--- src/rtl/bus_timer_pkg.sv ---
// Shared definitions for the bus timer slice.
// Holds the CTRL bit positions, the MODE encoding and the register offsets
// seen on Addr (PrAddr[3:2]). It also holds the FSM state type and a small
// helper that decodes MODE.
package bus_timer_pkg;

  // CTRL register layout; bits [31:4] always read as zero and drop writes
  localparam int CTRL_EN_BIT   = 0;
  localparam int CTRL_MODE_LSB = 1;
  localparam int CTRL_MODE_MSB = 2;
  localparam int CTRL_IM_BIT   = 3;
  localparam logic [31:0] CTRL_WRITE_MASK = 32'h0000_000F;

  // MODE encoding: only 01 reloads, every other value (including the
  // reserved 1x codes) runs as one-shot
  localparam logic [1:0] MODE_AUTO_RELOAD = 2'b01;

  // Word offsets
  localparam logic [1:0] REG_CTRL   = 2'd0;
  localparam logic [1:0] REG_PRESET = 2'd1;
  localparam logic [1:0] REG_COUNT  = 2'd2;
  localparam logic [1:0] REG_RSVD   = 2'd3;

  localparam int TIMER_STATE_SIZE = 2;

  typedef enum logic [TIMER_STATE_SIZE-1:0] {
    ST_IDLE = 2'd0,
    ST_LOAD = 2'd1,
    ST_CNT  = 2'd2,
    ST_INT  = 2'd3
  } timer_state_e;

  function automatic logic is_auto_reload(input logic [1:0] mode);
    return (mode == MODE_AUTO_RELOAD);
  endfunction

endpackage

--- src/rtl/bus_timer_be_merge.sv ---
// Byte-enable merge for software-written registers.
// Ports:
//   old_word : current register contents
//   wd       : bus write data
//   be       : byte enables, bit i selects wd byte i
//   merged   : old_word with the enabled bytes replaced by wd
module bus_timer_be_merge (
  input  logic [31:0] old_word,
  input  logic [31:0] wd,
  input  logic [3:0]  be,
  output logic [31:0] merged
);

  always_comb begin
    merged = old_word;
    for (int i = 0; i < 4; i++) begin
      if (be[i]) begin
        merged[8*i +: 8] = wd[8*i +: 8];
      end
    end
  end

endmodule

--- src/rtl/bus_timer.sv ---
// Programmable down-counting timer on the processor-side bus.
// Ports:
//   Clock : system clock, all state changes on the rising edge
//   Reset : synchronous active-high reset
//   Sel   : decoded select from the bus bridge
//   Addr  : word offset (PrAddr[3:2]) - 0 CTRL, 1 PRESET, 2 COUNT, 3 reserved
//   WE    : write strobe, qualified by Sel
//   BE    : byte enables for writes
//   WD    : write data
//   RD    : combinational read data for the addressed register
//   IRQ   : interrupt request, IM & PEND
module bus_timer
  import bus_timer_pkg::*;
#(
  parameter logic [31:0] RESET_PRESET = 32'h0
) (
  input  logic        Clock,
  input  logic        Reset,
  input  logic        Sel,
  input  logic [1:0]  Addr,
  input  logic        WE,
  input  logic [3:0]  BE,
  input  logic [31:0] WD,
  output logic [31:0] RD,
  output logic        IRQ
);

  timer_state_e state_q, state_d;
  logic [31:0]  ctrl_q, ctrl_d;
  logic [31:0]  preset_q, preset_d;
  logic [31:0]  count_q, count_d;
  logic         pend_q, pend_d;
  logic         pend_set;

  logic         ctrl_wr, preset_wr;
  logic [31:0]  ctrl_merged, preset_merged;
  logic         ctrl_en, ctrl_im;
  logic [1:0]   ctrl_mode;

  assign ctrl_wr   = Sel & WE & (Addr == REG_CTRL);
  assign preset_wr = Sel & WE & (Addr == REG_PRESET);

  assign ctrl_en   = ctrl_q[CTRL_EN_BIT];
  assign ctrl_im   = ctrl_q[CTRL_IM_BIT];
  assign ctrl_mode = ctrl_q[CTRL_MODE_MSB:CTRL_MODE_LSB];

  bus_timer_be_merge u_ctrl_merge (
    .old_word (ctrl_q),
    .wd       (WD),
    .be       (BE),
    .merged   (ctrl_merged)
  );

  bus_timer_be_merge u_preset_merge (
    .old_word (preset_q),
    .wd       (WD),
    .be       (BE),
    .merged   (preset_merged)
  );

  // Next-state logic. The FSM updates run first and the bus writes are
  // applied afterwards, so a CTRL write in the INT cycle overrides the
  // hardware clear of EN. A PRESET write only changes PRESET; COUNT picks
  // it up at the next LOAD. A terminal count that coincides with a clearing
  // write keeps PEND set so that the interrupt is not lost.
  always_comb begin
    state_d  = state_q;
    ctrl_d   = ctrl_q;
    preset_d = preset_q;
    count_d  = count_q;
    pend_d   = pend_q;
    pend_set = 1'b0;

    case (state_q)
      ST_IDLE: begin
        if (ctrl_en) begin
          state_d = ST_LOAD;
        end
      end
      ST_LOAD: begin
        count_d = preset_q;
        state_d = ST_CNT;
      end
      ST_CNT: begin
        if (!ctrl_en) begin
          state_d = ST_IDLE;
        end else if (count_q == 32'd0) begin
          state_d  = ST_INT;
          pend_set = 1'b1;
        end else begin
          count_d = count_q - 32'd1;
        end
      end
      ST_INT: begin
        if (is_auto_reload(ctrl_mode)) begin
          pend_d  = 1'b0;
          state_d = ST_LOAD;
        end else begin
          ctrl_d[CTRL_EN_BIT] = 1'b0;
          state_d = ST_IDLE;
        end
      end
      default: begin
        state_d = ST_IDLE;
      end
    endcase

    if (ctrl_wr) begin
      ctrl_d = ctrl_merged & CTRL_WRITE_MASK;
    end
    if (preset_wr) begin
      preset_d = preset_merged;
    end

    if (pend_set) begin
      pend_d = 1'b1;
    end else if (ctrl_wr || preset_wr) begin
      pend_d = 1'b0;
    end
  end

  always_ff @(posedge Clock) begin
    if (Reset) begin
      state_q  <= ST_IDLE;
      ctrl_q   <= 32'd0;
      preset_q <= RESET_PRESET;
      count_q  <= 32'd0;
      pend_q   <= 1'b0;
    end else begin
      state_q  <= state_d;
      ctrl_q   <= ctrl_d;
      preset_q <= preset_d;
      count_q  <= count_d;
      pend_q   <= pend_d;
    end
  end

  always_comb begin
    RD = 32'd0;
    case (Addr)
      REG_CTRL:   RD = ctrl_q;
      REG_PRESET: RD = preset_q;
      REG_COUNT:  RD = count_q;
      REG_RSVD:   RD = 32'd0;
      default:    RD = 32'd0;
    endcase
  end

  assign IRQ = ctrl_im & pend_q;

endmodule

--- config.mk ---
export PLATFORM = sky130hd
export DESIGN_NAME = bus_timer
export DESIGN_NICKNAME = d
export VERILOG_FILES = /design/src/rtl/bus_timer_pkg.sv /design/src/rtl/bus_timer_be_merge.sv /design/src/rtl/bus_timer.sv
export SDC_FILE = /design/constraint.sdc
export NUM_CORES = 1
export LEC_CHECK = 0
export CAP_MARGIN = 40
export CORE_ASPECT_RATIO = 0.6
export CORE_UTILIZATION = 50
export CTS_CLUSTER_DIAMETER = 50
export DETAILED_ROUTE_END_ITERATION = 10
export PLACE_DENSITY = 0.76
export SETUP_SLACK_MARGIN = 0.1
export SLEW_MARGIN = 20
export SYNTH_ARGS = -nofsm -noshare
export SYNTH_HDL_FRONTEND = slang
export SYNTH_SLANG_ARGS = --single-unit
--- constraint.sdc ---
create_clock -name Clock -period 3.58 [get_ports Clock]
set_clock_uncertainty 0.15 [all_clocks]
set_input_delay 0.895 -clock Clock [delete_from_list [all_inputs] [get_ports Clock]]
set_output_delay 0.895 -clock Clock [all_outputs]
set_load 0.1 [all_outputs]
==> results of run 1 <==
==> power groups by stage <==
stage	Sequential, mW	Combinational, mW	Clock, mW
floorplan	0.816	0.0632	0
global placement	0.818	0.136	0
detailed placement	0.818	0.138	0
CTS	0.801	0.139	0.819
global route	0.801	0.149	0.857
finish	0.801	0.141	0.817
==> cells in the final DEF (no fill, tap or decap), types with 4 or more instances in the layout <==
| cell | synthesis | layout |
|---|---|---|
| sky130_fd_sc_hd__a22oi_1 | 9 | 9 |
| sky130_fd_sc_hd__a31oi_1 | 11 | 11 |
| sky130_fd_sc_hd__and3_1 | 4 | 4 |
| sky130_fd_sc_hd__nor2_1 | 36 | 36 |
| sky130_fd_sc_hd__clkbuf_16 | 0 | 9 |
| sky130_fd_sc_hd__clkdlybuf4s50_1 | 0 | 40 |
| sky130_fd_sc_hd__dfxtp_1 | 71 | 71 |
| sky130_fd_sc_hd__nand4_1 | 4 | 4 |
| sky130_fd_sc_hd__and4_1 | 4 | 4 |
| sky130_fd_sc_hd__o32ai_1 | 12 | 12 |
| sky130_fd_sc_hd__nand3_1 | 43 | 43 |
| sky130_fd_sc_hd__o31ai_1 | 15 | 15 |
| sky130_fd_sc_hd__inv_1 | 7 | 7 |
| sky130_fd_sc_hd__mux2i_1 | 4 | 4 |
| sky130_fd_sc_hd__buf_4 | 2 | 16 |
| sky130_fd_sc_hd__nor4_1 | 7 | 7 |
| sky130_fd_sc_hd__nor2b_1 | 6 | 4 |
| sky130_fd_sc_hd__buf_12 | 0 | 35 |
| sky130_fd_sc_hd__a21oi_1 | 72 | 71 |
| sky130_fd_sc_hd__nand2_1 | 66 | 66 |
| sky130_fd_sc_hd__a211o_1 | 5 | 5 |
| sky130_fd_sc_hd__a22o_2 | 0 | 26 |
| sky130_fd_sc_hd__nor3_1 | 21 | 21 |
| sky130_fd_sc_hd__or3_1 | 16 | 16 |
==> worst max-delay path: stages <==
cell	delay, ns
sky130_fd_sc_hd__clkdlybuf4s50_1	0.60
sky130_fd_sc_hd__nor2b_2	0.27
sky130_fd_sc_hd__buf_12	0.20
sky130_fd_sc_hd__a22o_2	0.21
sky130_fd_sc_hd__buf_12	0.18
==> Yosys cell counts, types with 3 or more instances <==
cell type                   n  area share (%)
sky130_fd_sc_hd__a32oi_1    3            0.64
sky130_fd_sc_hd__nor2b_1    6            0.91
sky130_fd_sc_hd__o31ai_1   15             2.7
sky130_fd_sc_hd__or4_1      3            0.55
sky130_fd_sc_hd__nor4_1     7             1.1
sky130_fd_sc_hd__o21ai_0    5            0.61
sky130_fd_sc_hd__and2_1     3            0.45
sky130_fd_sc_hd__o32ai_1   12             2.5
sky130_fd_sc_hd__a22o_1    28             5.9
sky130_fd_sc_hd__nand2_1   66             6.0
sky130_fd_sc_hd__nor2_1    36             3.3
sky130_fd_sc_hd__mux2i_1    4            0.97
sky130_fd_sc_hd__nand4_1    4            0.61
sky130_fd_sc_hd__a31oi_1   11             1.7
sky130_fd_sc_hd__inv_1      7            0.64
sky130_fd_sc_hd__a21oi_2    3            0.64
sky130_fd_sc_hd__buf_6      4             1.1
sky130_fd_sc_hd__nor3_1    21             2.5
sky130_fd_sc_hd__nand3_1   43             5.2
sky130_fd_sc_hd__a211oi_1   3            0.55
sky130_fd_sc_hd__a22oi_1    9             1.6
sky130_fd_sc_hd__and4_1     4            0.85
sky130_fd_sc_hd__a211o_1    5             1.1
sky130_fd_sc_hd__and3_1     4            0.61
sky130_fd_sc_hd__or3_1     16             2.4
sky130_fd_sc_hd__a21oi_1   72             8.7
sky130_fd_sc_hd__a41oi_1    3            0.64
sky130_fd_sc_hd__dfxtp_1   71              34
sky130_fd_sc_hd__clkbuf_1  39             3.5
sky130_fd_sc_hd__buf_2      5            0.61
==> cells by family after synthesis <==
group,after synthesis
fa+ha+maj,1
buf+inv,59
simple gates,228
compound gates,176
mux,4
flops,71
==> final timing paths <==
check	from	endpoint	slack, ns	depth (start not counted)
min reg2reg	pend_q$_SDFFE_PP0P_	pend_q$_SDFFE_PP0P_	0.32	2
min	pend_q$_SDFFE_PP0P_	pend_q$_SDFFE_PP0P_	0.32	2
max reg2reg	count_q[0]$_SDFFE_PP0P_	count_q[8]$_SDFFE_PP0P_	0.58	8
max	Addr[0]	RD[22]	0.15	5
==> cell type report <==
type	instances	share of cell area (%)
Clock buffer	13	4.67
Clock inverter	1	0.0899
Inverter	7	0.472
Multi-Input combinational cell	409	44.8
Sequential cell	71	25.5
Tap cell	108	2.43
Timing Repair Buffer	92	22.0
==> per-layer routing <==
| metal | track usage [%] | wire length (um) |
|---|---|---|
| met1 | 40.0 | 5750 |
| met2 | 44.5 | 5600 |
| met3 | 7.94 | 1090 |
| met4 | 7.36 | 155 |
| met5 | 0 | 0 |
==> through the flow <==
step	setup slack [ns]	util, %	power (mW)	hold slack, ns
floorplan	-0.125	-	0.879	0.289
global placement	0.199	66.5	0.954	0.311
detailed placement	0.177	66.5	0.956	0.314
CTS	0.171	69.8	1.76	0.319
global route	0.111	70.1	1.81	0.346
finish	0.153	70.1	1.76	0.318
==> flip-flops by register name (all words and copies together), names as in the netlist <==
signal    flops
state_q       2
ctrl_q        4
count_q      32
preset_q     32
pend_q        1
==> metrics.txt, run 1 <==
# TYPE chip_impl_metric gauge
chip_impl_metric{name="finish.net_count",unit=""} 633
chip_impl_metric{name="gp_routability_congestion",unit=""} 0.929
chip_impl_metric{name="cts_made_buffers",unit=""} 9
chip_impl_metric{name="cp_data_required_time",unit="ns"} 2.53
chip_impl_metric{name="min_period_over_period",unit="%"} 95.7
chip_impl_metric{name="initial_antenna_violation_count",unit=""} 0
chip_impl_metric{name="worst_ir_drop_vdd",unit="uV"} 181
chip_impl_metric{name="clock_sinks",unit=""} 71
chip_impl_info{name="tritoncts",value="yes"} 1
chip_impl_metric{name="post_synth_cell_types",unit=""} 50
chip_impl_info{name="clockRootBuffer",value="sky130_fd_sc_hd__clkbuf_16"} 1
chip_impl_metric{name="place_area",unit="sq um"} 5280
chip_impl_metric{name="die-height",unit="um"} 72.4
chip_impl_metric{name="finish_stage_setup_viols",unit=""} 0
chip_impl_metric{name="antenna_violating_nets_post_route",unit=""} 0
chip_impl_metric{name="synthSimpleGateAreaFrac",unit="%"} 28.8
chip_impl_metric{name="ctsHtreeMaxLevel",unit=""} 3
chip_impl_metric{name="drtIter0Drc",unit=""} 529
chip_impl_metric{name="synth_compound_gate_area_share",unit="%"} 28.8
chip_impl_metric{name="power_frac_clock",unit="%"} 46.4
chip_impl_metric{name="chipWidth",unit="um"} 119
chip_impl_metric{name="synth-seq-area-share",unit="%"} 34.4
chip_impl_metric{name="area_growth",unit="%"} 34.8
chip_impl_metric{name="synth-warning-count",unit=""} 0
chip_impl_metric{name="slew_viol_final",unit=""} 0
chip_impl_metric{name="fp.dieArea",unit="sq um"} 8640
chip_impl_metric{name="dp_hpwl",unit="mm"} 8.36
chip_impl_info{name="critical_path_class",value="primary input to primary output"} 1
chip_impl_metric{name="share_of_synthesized_registers_carrying_an_async_set_or_reset",unit="%"} 0
chip_impl_metric{name="power.internal",unit="mW"} 1.36
chip_impl_metric{name="ios",unit=""} 75
chip_impl_metric{name="p_switching",unit="mW"} 0.400
chip_impl_metric{name="power.share.switching",unit="%"} 22.7
chip_impl_metric{name="drt_drc_violations_left",unit=""} 0
chip_impl_metric{name="timing.critical_path.fanout_max",unit=""} 24
chip_impl_metric{name="syn_area_per_cell",unit="sq um"} 7.66
chip_impl_metric{name="instances_no_fill",unit=""} 701
chip_impl_metric{name="numPortBuffers",unit=""} 74
chip_impl_metric{name="edff_count_synth",unit=""} 0
chip_impl_info{name="grt_setup_unrepaired",value="false"} 1
chip_impl_metric{name="post_route_cells_drive_above_1_share",unit="%"} 18.7
chip_impl_metric{name="post_syn_area",unit="sq um"} 4130
chip_impl_info{name="outcome",value="complete, no violations"} 1
chip_impl_info{name="worst_setup_path_start_kind",value="primary input"} 1
chip_impl_metric{name="sequential_cell_area",unit="sq um"} 1420
chip_impl_metric{name="total_nets_after_synthesis",unit=""} 582
chip_impl_metric{name="floorplan.rows",unit=""} 25
chip_impl_metric{name="max_freq",unit="MHz"} 292
chip_impl_metric{name="power.share.combinational",unit="%"} 8.0
chip_impl_metric{name="grt_remaining_overflow",unit=""} 0
chip_impl_metric{name="cts_max_path_buffers",unit=""} 2
chip_impl_metric{name="area_of_the_multi_input_gates",unit="sq um"} 2490
chip_impl_metric{name="drt-vias-per-instance",unit=""} 6.45
chip_impl_metric{name="maxSlewHeadroom",unit="%"} 46.7
chip_impl_metric{name="coreArea",unit="sq um"} 7950
chip_impl_metric{name="antenna_cells_inserted",unit=""} 0
chip_impl_metric{name="global_route_wire_length_before_repair",unit="mm"} 19.8
chip_impl_metric{name="num_vias",unit=""} 4520
chip_impl_metric{name="post_cts_buffers",unit=""} 0
chip_impl_metric{name="clkSlewWorstSetupHoldPaths",unit="ns"} 0.05
chip_impl_metric{name="design_area",unit="sq um"} 5570
chip_impl_metric{name="clk_latency",unit="ns"} 0.33
chip_impl_metric{name="max_slew.worst_pin.slew",unit="ns"} 0.794
chip_impl_metric{name="yosys.area_share.xor_xnor",unit="%"} 0
chip_impl_metric{name="synth.mux.area_fraction",unit="%"} 0.970
chip_impl_metric{name="initial_utilization",unit="%"} 52.0
chip_impl_metric{name="drt-pass1-iter-count",unit=""} 8
chip_impl_metric{name="totalNegativeSetupSlack",unit="ns"} 0
chip_impl_info{name="dominant_combinational_cell_family_by_area_after_synthesis",value="compound AO/OA/AOI/OAI gates"} 1
chip_impl_metric{name="grt_start_max_net_pins",unit=""} 72
chip_impl_metric{name="post_cts_hold_buffer_count",unit=""} 0
chip_impl_metric{name="totalWireLength",unit="mm"} 12.6
chip_impl_metric{name="ctsResizeCount",unit=""} 0
chip_impl_metric{name="post_synth_inst_count",unit=""} 539
chip_impl_metric{name="crit_arrival",unit="ns"} 2.38
chip_impl_metric{name="power_per_cell_area",unit="nW/um^2"} 316
chip_impl_metric{name="finalHoldViolations",unit=""} 0
chip_impl_metric{name="power.share.sequential",unit="%"} 45.6
chip_impl_metric{name="power.static_leakage",unit="nW"} 1.81
chip_impl_info{name="hold_crit_class",value="flip-flop to flip-flop"} 1
chip_impl_metric{name="cap_viol_max_count",unit=""} 0
chip_impl_info{name="worst_setup_end_kind",value="primary output"} 1
chip_impl_metric{name="fillers",unit=""} 644
chip_impl_metric{name="gr-usage-all-layers",unit="%"} 28.9
chip_impl_metric{name="via_count_of_the_first_global_routing_pass",unit=""} 3914
chip_impl_metric{name="synth-seq-cells",unit=""} 71
chip_impl_metric{name="timing.final.crit_period",unit="ns"} 3.43
chip_impl_metric{name="placed_insts",unit=""} 686
chip_impl_info{name="synth_ff_type",value="sky130_fd_sc_hd__dfxtp_1"} 1
chip_impl_metric{name="routed_wire_length_per_instance",unit="um"} 18.0
chip_impl_metric{name="adder_cell_fraction_of_synth_area",unit="%"} 0.303
No activity file was read; power rests on OpenSTA's default activity.
==> run 2, diff against run 1 <==
--- a/config.mk
+++ b/config.mk
@@ -6,11 +6,14 @@
 export NUM_CORES = 1
 export LEC_CHECK = 0
 export CAP_MARGIN = 40
+export CELL_PAD_IN_SITES_DETAIL_PLACEMENT = 1
+export CELL_PAD_IN_SITES_GLOBAL_PLACEMENT = 1
 export CORE_ASPECT_RATIO = 0.6
-export CORE_UTILIZATION = 50
+export CORE_UTILIZATION = 41
 export CTS_CLUSTER_DIAMETER = 50
 export DETAILED_ROUTE_END_ITERATION = 10
-export PLACE_DENSITY = 0.76
+export PLACE_DENSITY = 0.84
+export RECOVER_POWER = 25
 export SETUP_SLACK_MARGIN = 0.1
 export SLEW_MARGIN = 20
 export SYNTH_ARGS = -nofsm -noshare
==> metrics.txt, run 2 (synthesis gave the netlist of run 1 again) <==
# TYPE chip_impl_metric gauge
chip_impl_metric{name="dp_worst_setup_slack",unit="ns"} 0.153
chip_impl_metric{name="post_route_cells_drive_above_1_share",unit="%"} 17.9
chip_impl_metric{name="power_per_cell_area",unit="nW/um^2"} 316
chip_impl_metric{name="finalHoldViolations",unit=""} 0
chip_impl_metric{name="drt-pass1-iter-count",unit=""} 5
chip_impl_metric{name="gp_routability_congestion",unit=""} 0.883
chip_impl_metric{name="power.share.sequential",unit="%"} 45.6
chip_impl_metric{name="power_frac_clock",unit="%"} 46.4
chip_impl_metric{name="coreArea",unit="sq um"} 9460
chip_impl_metric{name="power.share.combinational",unit="%"} 8.1
chip_impl_metric{name="area_growth",unit="%"} 34.9
chip_impl_metric{name="totalNegativeSetupSlack",unit="ns"} 0
chip_impl_metric{name="post_cts_hold_buffer_count",unit=""} 0
chip_impl_metric{name="drtIter0Drc",unit=""} 392
chip_impl_info{name="critical_path.cell_chain",value="dlygate4sd3_1, nor2b_2, buf_4, a22o_2, buf_12"} 1
chip_impl_metric{name="clkSlewWorstSetupHoldPaths",unit="ns"} 0.05
chip_impl_metric{name="initial_antenna_violation_count",unit=""} 0
chip_impl_metric{name="cts_made_buffers",unit=""} 9
chip_impl_metric{name="least_setup_slack_across_all_paths_after_layout",unit="ns"} 0.0811
chip_impl_metric{name="post_cts_buffers",unit=""} 0
chip_impl_metric{name="totalWireLength",unit="mm"} 14.9
chip_impl_metric{name="ctsResizeCount",unit=""} 0
chip_impl_metric{name="report.power.total",unit="mW"} 1.76
chip_impl_metric{name="path_buf_inv",unit=""} 3
chip_impl_metric{name="max_slew.worst_pin.slew",unit="ns"} 1.59
chip_impl_metric{name="power.share.switching",unit="%"} 23.7
chip_impl_metric{name="timing.final.crit_period",unit="ns"} 3.50
chip_impl_metric{name="initial_utilization",unit="%"} 43.7
chip_impl_metric{name="final_util",unit="%"} 58.9
chip_impl_info{name="layout_common_cells",value="sky130_fd_sc_hd__a21oi_1 (71), sky130_fd_sc_hd__dfxtp_1 (71), sky130_fd_sc_hd__nand2_1 (66)"} 1
chip_impl_metric{name="cp_data_required_time",unit="ns"} 2.53
chip_impl_metric{name="die-height",unit="um"} 79.7
chip_impl_metric{name="min_period_over_period",unit="%"} 97.7
chip_impl_metric{name="power.internal",unit="mW"} 1.34
chip_impl_metric{name="p_switching",unit="mW"} 0.417
chip_impl_metric{name="global_route_wire_length_before_repair",unit="mm"} 24.2
chip_impl_metric{name="routed_wire_length_per_instance",unit="um"} 20.7
chip_impl_metric{name="antenna_cells_inserted",unit=""} 0
chip_impl_metric{name="chipWidth",unit="um"} 132
chip_impl_metric{name="worst_ir_drop_vdd",unit="uV"} 225
chip_impl_metric{name="drt-vias-per-instance",unit=""} 6.44
chip_impl_metric{name="grt_start_max_net_pins",unit=""} 72
chip_impl_metric{name="via_count_of_the_first_global_routing_pass",unit=""} 4617
chip_impl_metric{name="place_area",unit="sq um"} 5320
chip_impl_metric{name="fillers",unit=""} 1101
chip_impl_metric{name="fp.dieArea",unit="sq um"} 10500
chip_impl_metric{name="slew_viol_final",unit=""} 72
chip_impl_metric{name="ctsHtreeMaxLevel",unit=""} 3
chip_impl_info{name="reg_top3",value="count_q (32), preset_q (32), ctrl_q (4)"} 1
chip_impl_metric{name="max_freq",unit="MHz"} 286
chip_impl_info{name="kind_of_cell_adding_the_most_delay_to_the_critical_path",value="buffers and inverters"} 1
chip_impl_info{name="grt_setup_unrepaired",value="true"} 1
chip_impl_metric{name="numPortBuffers",unit=""} 74
chip_impl_metric{name="critical-path-max-stage-delay",unit="ns"} 0.67
chip_impl_metric{name="finish.net_count",unit=""} 631
chip_impl_info{name="worst_setup_path_start_kind",value="primary input"} 1
chip_impl_metric{name="floorplan.rows",unit=""} 27
chip_impl_metric{name="clock_sinks",unit=""} 71
chip_impl_metric{name="drt_drc_violations_left",unit=""} 0
chip_impl_metric{name="dp_hpwl",unit="mm"} 10.3
chip_impl_info{name="critical_path_class",value="primary input to primary output"} 1
chip_impl_metric{name="cap_viol_max_count",unit=""} 1
chip_impl_metric{name="finish_stage_setup_viols",unit=""} 0
chip_impl_metric{name="cts_max_path_buffers",unit=""} 2
chip_impl_metric{name="clk_latency",unit="ns"} 0.34
chip_impl_metric{name="timing.critical_path.fanout_max",unit=""} 13
chip_impl_info{name="clockRootBuffer",value="sky130_fd_sc_hd__clkbuf_16"} 1
chip_impl_info{name="hold_crit_class",value="flip-flop to flip-flop"} 1
chip_impl_metric{name="num_vias",unit=""} 4652
chip_impl_info{name="outcome",value="complete, but fails checks"} 1
chip_impl_metric{name="antenna_violating_nets_post_route",unit=""} 0
chip_impl_metric{name="maxSlewHeadroom",unit="%"} -6.26
chip_impl_info{name="worst_setup_end_kind",value="primary output"} 1
chip_impl_info{name="slowest_stage",value="sky130_fd_sc_hd__dlygate4sd3_1"} 1
chip_impl_info{name="violations_in_the_final_reports",value="max-capacitance violations, max-slew violations"} 1
chip_impl_info{name="tritoncts",value="yes"} 1
chip_impl_metric{name="grt_remaining_overflow",unit=""} 0
chip_impl_metric{name="power.static_leakage",unit="nW"} 1.79
chip_impl_metric{name="crit_arrival",unit="ns"} 2.45
chip_impl_metric{name="gr-usage-all-layers",unit="%"} 29.3
chip_impl_metric{name="design_area",unit="sq um"} 5570
chip_impl_metric{name="ios",unit=""} 75
==> run 2: area by class of cell <==
class | instances | area (sq um) | share of cell area [%]
Multi-Input combinational cell | 409 | 2490 | 44.8
Sequential cell | 71 | 1420 | 25.5
Timing Repair Buffer | 90 | 1210 | 21.7
Clock buffer | 14 | 254 | 4.56
Tap cell | 130 | 163 | 2.92
Inverter | 7 | 26.3 | 0.472
Clock inverter | 1 | 5.00 | 0.0898
==> run 2: power by group through the flow <==
stage / clock, mW / sequential, mW / combinational [mW]
after floorplan: 0 / 0.816 / 0.0632
after global placement: 0 / 0.818 / 0.136
after detailed placement: 0 / 0.818 / 0.140
after CTS: 0.825 / 0.801 / 0.141
after global routing: 0.855 / 0.801 / 0.151
final: 0.816 / 0.801 / 0.142
==> run 2: tightest hold or removal path: cells and delay by family (launching register included) <==
kind | cells | cell delay, ns
DFF | 1 | 0.31
AOI/OAI and AO/OA | 1 | 0.05
and+or+nand+nor | 1 | 0.06
==> run 2: routing by layer <==
| metal | part of all wire (%) | track usage [%] |
|---|---|---|
| met5 | 0 | 0 |
| met4 | 0.90 | 7.91 |
| met3 | 6.9 | 6.86 |
| met2 | 46 | 48.2 |
| met1 | 46 | 38.5 |
==> run 2: path summary, 6_finish.rpt <==
| path | start | to | slack, ns | depth (start not counted) |
|---|---|---|---|---|
| hold reg to reg | pend_q$_SDFFE_PP0P_ | pend_q$_SDFFE_PP0P_ | 0.32 | 2 |
| hold / removal | pend_q$_SDFFE_PP0P_ | pend_q$_SDFFE_PP0P_ | 0.32 | 2 |
| setup / recovery | Addr[1] | RD[12] | 0.08 | 5 |
| setup reg to reg | count_q[0]$_SDFFE_PP0P_ | count_q[22]$_SDFFE_PP0P_ | 0.51 | 7 |
==> run 2: stage by stage <==
step / std cells / hold slack (ns)
final: 722 / 0.323
after floorplan: 539 / 0.289
after global routing: 722 / 0.350
after global placement: 706 / 0.304
after CTS: 722 / 0.323
after detailed placement: 707 / 0.315
==> run 3, diff against run 2 <==
--- a/config.mk
+++ b/config.mk
@@ -9,10 +9,11 @@
 export CELL_PAD_IN_SITES_DETAIL_PLACEMENT = 1
 export CELL_PAD_IN_SITES_GLOBAL_PLACEMENT = 1
 export CORE_ASPECT_RATIO = 0.6
-export CORE_UTILIZATION = 41
+export CORE_MARGIN = 2
+export CORE_UTILIZATION = 39
 export CTS_CLUSTER_DIAMETER = 50
 export DETAILED_ROUTE_END_ITERATION = 10
-export PLACE_DENSITY = 0.84
+export PLACE_DENSITY = 0.8
 export RECOVER_POWER = 25
 export SETUP_SLACK_MARGIN = 0.1
 export SLEW_MARGIN = 20
==> constraint.sdc (replaced) <==
create_clock -name Clock -period 3.56 [get_ports Clock]
set_clock_uncertainty 0.15 [all_clocks]
set_input_delay 0.89 -clock Clock [delete_from_list [all_inputs] [get_ports Clock]]
set_output_delay 0.89 -clock Clock [all_outputs]
set_load 0.1 [all_outputs]
==> metrics.txt, run 3 (synthesis gave the netlist of run 1 again) <==
# TYPE chip_impl_metric gauge
chip_impl_metric{name="ctsHtreeMaxLevel",unit=""} 3
chip_impl_metric{name="global_route_wire_length_before_repair",unit="mm"} 23.7
chip_impl_metric{name="maxSlewHeadroom",unit="%"} 22.8
chip_impl_metric{name="cp_data_required_time",unit="ns"} 3.60
chip_impl_metric{name="max_slew.worst_pin.slew",unit="ns"} 1.16
chip_impl_metric{name="finish_stage_setup_viols",unit=""} 0
chip_impl_metric{name="clock_sinks",unit=""} 71
chip_impl_info{name="worst_setup_end_kind",value="flip-flop"} 1
chip_impl_info{name="worst_setup_path_start_kind",value="flip-flop"} 1
chip_impl_metric{name="worst_ir_drop_vdd",unit="uV"} 218
chip_impl_info{name="layout_common_cells",value="sky130_fd_sc_hd__a21oi_1 (71), sky130_fd_sc_hd__dfxtp_1 (71), sky130_fd_sc_hd__nand2_1 (66)"} 1
chip_impl_metric{name="final_util",unit="%"} 53.8
chip_impl_metric{name="totalWireLength",unit="mm"} 14.8
chip_impl_metric{name="routed_wire_length_per_instance",unit="um"} 20.1
chip_impl_metric{name="ios",unit=""} 75
chip_impl_metric{name="via_count_of_the_first_global_routing_pass",unit=""} 4568
chip_impl_metric{name="gr-usage-all-layers",unit="%"} 26.2
chip_impl_metric{name="fillers",unit=""} 1260
chip_impl_metric{name="power_per_cell_area",unit="nW/um^2"} 348
chip_impl_metric{name="drt_drc_violations_left",unit=""} 0
chip_impl_metric{name="fp.dieArea",unit="sq um"} 11500
chip_impl_metric{name="antenna_violating_nets_post_route",unit=""} 0
chip_impl_metric{name="cts_max_path_buffers",unit=""} 2
chip_impl_metric{name="gp_routability_congestion",unit=""} 0.854
chip_impl_metric{name="finish.net_count",unit=""} 635
chip_impl_metric{name="ctsResizeCount",unit=""} 0
chip_impl_metric{name="clkSlewWorstSetupHoldPaths",unit="ns"} 0.06
chip_impl_info{name="grt_setup_unrepaired",value="false"} 1
chip_impl_metric{name="slew_viol_final",unit=""} 0
chip_impl_metric{name="crit_arrival",unit="ns"} 3.25
chip_impl_metric{name="grt_start_max_net_pins",unit=""} 72
chip_impl_metric{name="placed_insts",unit=""} 720
chip_impl_metric{name="max_freq",unit="MHz"} 312
chip_impl_metric{name="numPortBuffers",unit=""} 74
chip_impl_metric{name="cap_viol_max_count",unit=""} 0
chip_impl_metric{name="chipWidth",unit="um"} 137
chip_impl_metric{name="clk_latency",unit="ns"} 0.34
chip_impl_metric{name="power.static_leakage",unit="nW"} 1.81
chip_impl_metric{name="timing.critical_path.fanout_max",unit=""} 16
chip_impl_metric{name="coreArea",unit="sq um"} 10500
chip_impl_metric{name="cts_made_buffers",unit=""} 9
chip_impl_info{name="critical_path_class",value="flip-flop to flip-flop"} 1
chip_impl_metric{name="initial_utilization",unit="%"} 39.5
chip_impl_metric{name="area_growth",unit="%"} 36.2
chip_impl_metric{name="die-height",unit="um"} 83.7
chip_impl_metric{name="timing.final.crit_period",unit="ns"} 3.21
chip_impl_info{name="tritoncts",value="yes"} 1
chip_impl_metric{name="drt-pass1-iter-count",unit=""} 5
chip_impl_metric{name="post_cts_buffers",unit=""} 0
chip_impl_info{name="hold_crit_class",value="flip-flop to flip-flop"} 1
chip_impl_metric{name="antenna_cells_inserted",unit=""} 0
chip_impl_metric{name="instances_no_fill",unit=""} 736
chip_impl_info{name="reg_top3",value="count_q (32), preset_q (32), ctrl_q (4)"} 1
chip_impl_metric{name="num_vias",unit=""} 4543
chip_impl_metric{name="dp_hpwl",unit="mm"} 10.2
chip_impl_metric{name="grt_remaining_overflow",unit=""} 0
chip_impl_info{name="clockRootBuffer",value="sky130_fd_sc_hd__clkbuf_16"} 1
chip_impl_metric{name="drtIter0Drc",unit=""} 450
chip_impl_metric{name="finalHoldViolations",unit=""} 0
chip_impl_metric{name="initial_antenna_violation_count",unit=""} 0
chip_impl_metric{name="finalHoldWorstSlack",unit="ns"} 0.326
chip_impl_metric{name="post_route_cells_drive_above_1_share",unit="%"} 18.4
chip_impl_metric{name="min_period_over_period",unit="%"} 90.1
chip_impl_metric{name="post_cts_hold_buffer_count",unit=""} 0
chip_impl_metric{name="floorplan.rows",unit=""} 29
chip_impl_info{name="outcome",value="complete, no violations"} 1
chip_impl_metric{name="drt-vias-per-instance",unit=""} 6.17
[run 3: stage by stage]
step	worst slack [ns]	instance area, sq um	total power, mW	setup TNS [ns]
after global routing	0.262	5630	2.02	0
after detailed placement	0.153	5330	0.963	0
after global placement	0.178	5330	0.960	0
final	0.354	5630	1.96	0
after floorplan	-0.135	4170	0.884	-0.135
after CTS	0.107	5660	1.97	0
[run 3: path summary, 6_finish.rpt]
kind                                  start                        end  slack (ns)  cells past startpoint
hold / removal    preset_q[28]$_SDFFE_PP0P_  preset_q[28]$_SDFFE_PP0P_        0.33                      2
setup reg to reg    count_q[0]$_SDFFE_PP0P_   count_q[15]$_SDFFE_PP0P_        0.35                      7
hold reg to reg   preset_q[28]$_SDFFE_PP0P_  preset_q[28]$_SDFFE_PP0P_        0.33                      2
setup / recovery    count_q[0]$_SDFFE_PP0P_   count_q[15]$_SDFFE_PP0P_        0.35                      7
[run 3: final cells by class]
cell class | instances | area [sq um] | share of cell area, %
Timing Repair Buffer | 94 | 1200 | 21.3
Tap cell | 139 | 174 | 3.09
Multi-Input combinational cell | 409 | 2470 | 44.0
Clock buffer | 11 | 253 | 4.49
Inverter | 7 | 26.3 | 0.467
Clock inverter | 5 | 80.1 | 1.42
Sequential cell | 71 | 1420 | 25.3
[run 3: critical path, cell delays in order, from the launching register on]
cell	delay [ns]
sky130_fd_sc_hd__dfxtp_1	0.36
sky130_fd_sc_hd__inv_1	0.08
sky130_fd_sc_hd__ha_1	0.22
sky130_fd_sc_hd__or4b_1	0.50
sky130_fd_sc_hd__nor4b_1	0.47
sky130_fd_sc_hd__and4_1	0.71
sky130_fd_sc_hd__or2_2	0.42
sky130_fd_sc_hd__o32ai_1	0.14
[run 3: layer usage]
layer	vias up	global-route usage (%)	wire length, um
li1	2125	-	-
met1	2247	36.8	6930
met2	147	41.1	6800
met3	24	5.83	893
met4	0	6.09	165
met5	-	0	0
[run 3: power by group]
part           switching, mW  total [mW]  internal [mW]
Clock                  0.362        1.01          0.650
Sequential           0.00536       0.805          0.800
Combinational         0.0796       0.140         0.0608
